[src/rtl/psum_acc_ctrl.sv]
// Sequences the per-tile cross-channel psum reduction: SRAM reads into the
// output accumulator, then reduced per-batch results out to the output buffer.
module psum_acc_ctrl #(
  parameter int unsigned BATCHES  = 4,
  parameter int unsigned CHANNELS = 3,
  parameter int unsigned ADDR_W   = 10,
  parameter int unsigned DATA_W   = 21,
  parameter int unsigned PIX_W    = 8
) (
  input  logic              clock,
  input  logic              reset,
  input  logic              start,
  input  logic [PIX_W-1:0]  num_pixels,
  output logic              psum_rd_en,
  output logic [ADDR_W-1:0] psum_rd_addr,
  input  logic [DATA_W-1:0] psum_rd_data,
  output logic              acc_en,
  output logic [DATA_W-1:0] acc_data_in,
  output logic              acc_data_in_valid,
  input  logic [DATA_W-1:0] acc_data_out,
  input  logic              acc_data_out_valid,
  input  logic              out_ready,
  output logic              out_wr_en,
  output logic [ADDR_W-1:0] out_wr_addr,
  output logic [DATA_W-1:0] out_wr_data,
  output logic              busy,
  output logic              done
);

  localparam int unsigned B_W   = (BATCHES  > 1) ? $clog2(BATCHES)  : 1;
  localparam int unsigned C_W   = (CHANNELS > 1) ? $clog2(CHANNELS) : 1;
  localparam int unsigned CNT_W = PIX_W + B_W + 1;

  typedef enum logic [2:0] {IDLE, ISSUE, WAIT_OUT, DRAIN, DONE} state_t;

  state_t             state;
  logic [PIX_W-1:0]   np_q;
  logic [PIX_W-1:0]   pix_q;
  logic [C_W-1:0]     c_q;
  logic [B_W-1:0]     b_q;
  logic [CNT_W-1:0]   out_cnt;
  logic [CNT_W-1:0]   total_q;

  logic               last_b;
  logic               last_c;
  logic               last_pix;
  logic               out_take;
  logic [ADDR_W-1:0]  rd_addr_nxt;

  // Position of the next read; address arithmetic deliberately wraps at ADDR_W.
  always_comb begin
    last_b      = (b_q == B_W'(BATCHES - 1));
    last_c      = (c_q == C_W'(CHANNELS - 1));
    last_pix    = (pix_q == PIX_W'(np_q - PIX_W'(1)));
    out_take    = acc_data_out_valid && busy && (out_cnt < total_q);
    rd_addr_nxt = ADDR_W'((ADDR_W'(c_q) * ADDR_W'(np_q) + ADDR_W'(pix_q)) * ADDR_W'(BATCHES)
                          + ADDR_W'(b_q));
  end

  always_ff @(posedge clock) begin
    if (reset) begin
      state             <= IDLE;
      np_q              <= '0;
      pix_q             <= '0;
      c_q               <= '0;
      b_q               <= '0;
      out_cnt           <= '0;
      total_q           <= '0;
      psum_rd_en        <= 1'b0;
      psum_rd_addr      <= '0;
      acc_en            <= 1'b0;
      acc_data_in       <= '0;
      acc_data_in_valid <= 1'b0;
      out_wr_en         <= 1'b0;
      out_wr_addr       <= '0;
      out_wr_data       <= '0;
      busy              <= 1'b0;
      done              <= 1'b0;
    end else begin
      psum_rd_en        <= 1'b0;
      out_wr_en         <= 1'b0;
      done              <= 1'b0;
      acc_data_in_valid <= psum_rd_en;
      if (psum_rd_en) begin
        acc_data_in <= psum_rd_data;
      end

      // Result collection runs independently of the read sequencer.
      if (out_take) begin
        out_wr_en   <= 1'b1;
        out_wr_addr <= ADDR_W'(out_cnt);
        out_wr_data <= acc_data_out;
        out_cnt     <= out_cnt + CNT_W'(1);
      end

      case (state)
        IDLE: begin
          if (start) begin
            if (num_pixels != '0) begin
              np_q    <= num_pixels;
              pix_q   <= '0;
              c_q     <= '0;
              b_q     <= '0;
              out_cnt <= '0;
              total_q <= CNT_W'(num_pixels) * CNT_W'(BATCHES);
              busy    <= 1'b1;
              state   <= ISSUE;
            end else begin
              state <= DONE;
            end
          end
        end
        ISSUE, WAIT_OUT: begin
          // WAIT_OUT resumes by issuing directly, so reads follow out_ready by one cycle.
          if (state == ISSUE || out_ready) begin
            psum_rd_en   <= 1'b1;
            psum_rd_addr <= rd_addr_nxt;
            acc_en       <= 1'b1;
            state        <= ISSUE;
            if (!last_b) begin
              b_q <= b_q + B_W'(1);
            end else begin
              b_q <= '0;
              if (!last_c) begin
                c_q <= c_q + C_W'(1);
              end else begin
                c_q <= '0;
                if (last_pix) begin
                  state <= DRAIN;
                end else begin
                  pix_q <= pix_q + PIX_W'(1);
                  state <= out_ready ? ISSUE : WAIT_OUT;
                end
              end
            end
          end
        end
        DRAIN: begin
          if (out_cnt == total_q) begin
            acc_en <= 1'b0;
            state  <= DONE;
          end
        end
        DONE: begin
          done   <= 1'b1;
          busy   <= 1'b0;
          acc_en <= 1'b0;
          state  <= IDLE;
        end
        default: state <= IDLE;
      endcase
    end
  end

endmodule
[config.mk]
export PLATFORM = sky130hd
export DESIGN_NAME = psum_acc_ctrl
export DESIGN_NICKNAME = d
export VERILOG_FILES = /design/src/rtl/psum_acc_ctrl.sv
export SDC_FILE = /design/constraint.sdc
export NUM_CORES = 1
export LEC_CHECK = 0
export ABC_AREA = 0
export BUFFER_PORTS_ARGS = -buffer_cell sky130_fd_sc_hd__buf_4
export CORE_ASPECT_RATIO = 0.6
export CORE_UTILIZATION = 30
export CTS_CLUSTER_SIZE = 24
export DETAILED_ROUTE_END_ITERATION = 12
export HOLD_SLACK_MARGIN = 0.1
export PLACE_DENSITY_LB_ADDON = 0.25
export SLEW_MARGIN = 5
export SYNTH_ARGS = -nofsm -noshare
export SYNTH_HDL_FRONTEND = slang
export SYNTH_SLANG_ARGS = --single-unit
[constraint.sdc]
create_clock -name clock -period 2.9 [get_ports clock]
set_input_delay 0.58 -clock clock [delete_from_list [all_inputs] [get_ports clock]]
set_output_delay 0.58 -clock clock [all_outputs]
set_load 0.05 [all_outputs]
==> results.sh <==
export IMPL_mappedNetlistNets=660
export IMPL_timing_max_cap_violations=0
export IMPL_detail_route_wirelength_um=13410
export IMPL_finalWeightedCongestion=0.9443
export IMPL_ff_latch_area_um2=2042
export IMPL_global_route_overflow_total=0
export IMPL_top_layer_used="met4"
export IMPL_synth_yosys_warnings=0
export IMPL_synthesis_instances=578
export IMPL_critical_path_endpoint_type="register"
export IMPL_critical_path_peak_fanout=7
export IMPL_slew_headroom=0.5444
export IMPL_synth_async_reset_ratio=0
export IMPL_cellLeakagePower_nw=2.645
export IMPL_final_setup_skew_ns=0.01150
export IMPL_cts_sinks=102
export IMPL_power_density_cell_area_nw_per_um2=600.3
export IMPL_drt_wirelength_per_cell_um=14.90
export IMPL_rsz_0062_raised_after_global_routing="false"
export IMPL_irDropWorstVdd_mv=0.2914
export IMPL_worstSetupStartpointType="register"
export IMPL_tritoncts_clock_tree="built"
export IMPL_placedCellCount=884
export IMPL_drc_errors=0
export IMPL_ys_seq_area_frac=0.4164
export IMPL_final_setup_viol_count=0
export IMPL_ff_latch_count_synth=102
export IMPL_drt_initial_drc_count=364
export IMPL_post_route_min_period_ns=2.725
export IMPL_die_x_um=167.1
export IMPL_grt_pass1_wl_um=21870
export IMPL_diodes=0
export IMPL_drt_met1_wl_um=6674
export IMPL_syn_area_um2=4903
export IMPL_final_max_slew_viol_count=0
export IMPL_clockBufferDepth=2
export IMPL_outcome="complete, no violations"
export IMPL_ios=123
export IMPL_total_length_of_routed_met2_wires_um=5450
export IMPL_final_period_utilization=0.9396
export IMPL_first_global_vias=4287
export IMPL_dr_wl_met3_um=1127
export IMPL_multi_input_combinational_cell_area_um2=2584
export IMPL_post_cts_resize_count=0
export IMPL_ff2ff_setup_slack_ns=0.18
export IMPL_io_buffer_count=122
export IMPL_detailroute_via_count=4432
export IMPL_hpwlAfterDp_um=10140
export IMPL_final_cells=900
export IMPL_htree_levels=3
export IMPL_cp_required_ns=3.12
export IMPL_achievable_frequency_mhz=367.0
export IMPL_grt_util_all_layers=0.1639
export IMPL_clock_root_buffer="sky130_fd_sc_hd__clkbuf_16"
export IMPL_initial_utilization=0.3136
export IMPL_worst_setup_path_type="reg -> reg"
export IMPL_layout_common_cells="sky130_fd_sc_hd__buf_4 (135), sky130_fd_sc_hd__dfxtp_1 (102), sky130_fd_sc_hd__nand2_1 (91)"
export IMPL_drtPass1Iterations=5
export IMPL_number_of_antenna_violations_at_the_first_check_in_global_routing=0
export IMPL_crit_arrival_ns=2.94
export IMPL_synth_avg_cell_area_um2=8.483
export IMPL_clk_latency_ns=0.35
export IMPL_num_rows=35
export IMPL_layout_commonest_cell="sky130_fd_sc_hd__buf_4"
export IMPL_die_area_um2=16880
export IMPL_hold_violations=0
export IMPL_worst_hold_path_class="in -> reg"
export IMPL_fill_cells=1521
export IMPL_die_span_y_um=101.0
export IMPL_grt_max_degree=63
export IMPL_clkTransAtPathRegs_ns=0.08
export IMPL_cts_post_setup_buffers_inserted=0
export IMPL_syn_to_final_growth_pct=29.52
export IMPL_final_nets=774
export IMPL_finalSetupTns_ns=0
export IMPL_tightestPinTransition_ns=0.6835
export IMPL_fp_coreArea_um2=15630
export IMPL_synth_main_ff_cell="sky130_fd_sc_hd__dfxtp_1"
export IMPL_share_of_layout_cells_above_drive_strength_1=0.2310
export IMPL_yosysUniqueCellTypes=51
export IMPL_cts_inserted_buffers=9
export IMPL_holdBufCountCts=0
export IMPL_count_of_flip_flops_with_a_built_in_enable_after_synthesis=0
export IMPL_detail_route_vias_per_cell=4.924
export IMPL_route_antenna_remaining_nets=0
[state kept, by name, summed over array words and instances (netlist names), 2 cells and up]
signal / cells
acc_data_in: 21
out_wr_data: 21
out_cnt: 11
out_wr_addr: 10
psum_rd_addr: 10
np_q: 8
pix_q: 8
state: 3
b_q: 2
c_q: 2
[worst max-delay path, cell delays in order, from the launching register on]
cell	delay (ns)
sky130_fd_sc_hd__dfxtp_1	0.47
sky130_fd_sc_hd__nand2_1	0.11
sky130_fd_sc_hd__fa_1	0.47
sky130_fd_sc_hd__inv_1	0.07
sky130_fd_sc_hd__ha_1	0.17
sky130_fd_sc_hd__inv_1	0.06
sky130_fd_sc_hd__fa_1	0.40
sky130_fd_sc_hd__inv_1	0.08
sky130_fd_sc_hd__a21oi_1	0.06
sky130_fd_sc_hd__o21bai_1	0.23
sky130_fd_sc_hd__a31oi_1	0.14
sky130_fd_sc_hd__xnor2_1	0.14
sky130_fd_sc_hd__mux2i_1	0.14
sky130_fd_sc_hd__nor2_1	0.05
[cell usage after synthesis (2+ instances only)]
cell type | instances | area (um2)
sky130_fd_sc_hd__fa_1 | 7 | 140.1
sky130_fd_sc_hd__nand3_1 | 11 | 55.05
sky130_fd_sc_hd__mux2i_1 | 39 | 390.4
sky130_fd_sc_hd__ha_1 | 20 | 250.2
sky130_fd_sc_hd__a21o_1 | 2 | 15.01
sky130_fd_sc_hd__nor4_1 | 7 | 43.79
sky130_fd_sc_hd__xnor2_1 | 23 | 201.4
sky130_fd_sc_hd__or4_1 | 3 | 22.52
sky130_fd_sc_hd__nand2_1 | 91 | 341.6
sky130_fd_sc_hd__xor2_1 | 4 | 35.03
sky130_fd_sc_hd__dfxtp_1 | 102 | 2042
sky130_fd_sc_hd__nor2_1 | 74 | 277.8
sky130_fd_sc_hd__buf_2 | 8 | 40.04
sky130_fd_sc_hd__a211oi_1 | 3 | 22.52
sky130_fd_sc_hd__nand2b_1 | 5 | 31.28
sky130_fd_sc_hd__or3_1 | 5 | 31.28
sky130_fd_sc_hd__nand4_1 | 14 | 87.58
sky130_fd_sc_hd__o21ai_0 | 5 | 25.02
sky130_fd_sc_hd__o21ai_1 | 3 | 15.01
sky130_fd_sc_hd__o21a_1 | 4 | 30.03
sky130_fd_sc_hd__a22oi_1 | 3 | 22.52
sky130_fd_sc_hd__o21bai_1 | 2 | 15.01
sky130_fd_sc_hd__o31ai_1 | 2 | 15.01
sky130_fd_sc_hd__inv_1 | 34 | 127.6
sky130_fd_sc_hd__clkbuf_1 | 24 | 90.09
sky130_fd_sc_hd__nor3_1 | 10 | 50.05
sky130_fd_sc_hd__buf_6 | 2 | 22.52
sky130_fd_sc_hd__nor2b_1 | 3 | 18.77
sky130_fd_sc_hd__a21oi_1 | 46 | 230.2
[through the flow]
| stage | hold WS [ns] | total power, mW | cell area (um2) | setup slack, ns | utilization |
|---|---|---|---|---|---|
| 2_1_floorplan | 0.4461 | 2.313 | 4903 | 0.3177 | - |
| 3_3_place_gp | 0.4444 | 2.614 | 6061 | 0.3064 | 0.3877 |
| 3_5_place_dp | 0.4497 | 2.631 | 6061 | 0.2421 | 0.3877 |
| 4_1_cts | 0.4452 | 3.847 | 6351 | 0.2081 | 0.4062 |
| 5_1_grt | 0.4452 | 4.005 | 6351 | 0.01131 | 0.4062 |
| 6_report | 0.4562 | 3.812 | 6351 | 0.1751 | 0.4062 |
[power by group]
group / switching (mW) / total [mW] / leakage (nW) / internal [mW]
Clock: 0.603 / 1.21 / 0.146 / 0.607
Sequential: 0.100 / 1.59 / 0.827 / 1.49
Combinational: 0.626 / 1.01 / 1.67 / 0.384
Total: 1.33 / 3.81 / 2.64 / 2.48
[logic make-up after synthesis]
logic type               share of synthesized area
flip-flops                                  0.4164
adder cells (fa/ha/maj)                    0.07961
multiplexers                               0.08191
XOR/XNOR                                   0.04823
AND/OR/NAND/NOR                             0.2120
buffers and inverters                      0.05716
AO/OA/AOI/OAI                               0.1046
[area by class of cell]
type / instances / share of cell area
Clock buffer: 9 / 0.03546
Clock inverter: 7 / 0.01024
Inverter: 34 / 0.02009
Multi-Input combinational cell: 408 / 0.4068
Sequential cell: 102 / 0.3215
Tap cell: 203 / 0.03999
Timing Repair Buffer: 137 / 0.1659
[worst paths after layout]
path,startpoint,to,cells after the start
worst max-delay path,np_q[0]$_SDFFE_PP0P_,psum_rd_addr[9]$_SDFFE_PP0P_,13
worst min-delay path,psum_rd_data[20],acc_data_in[20]$_SDFFE_PP0P_,3
worst max register to register,np_q[0]$_SDFFE_PP0P_,psum_rd_addr[9]$_SDFFE_PP0P_,13
worst min register to register,out_wr_data[16]$_SDFFE_PP0N_,out_wr_data[16]$_SDFFE_PP0N_,2
[metal layers]
layer / track usage / up-vias
met3: 0.05026 / 20
met5: 0 / -
li1: - / 2173
met1: 0.2308 / 2075
met2: 0.2379 / 164
met4: 0.04843 / 0
(Power assumes the default switching activity.)
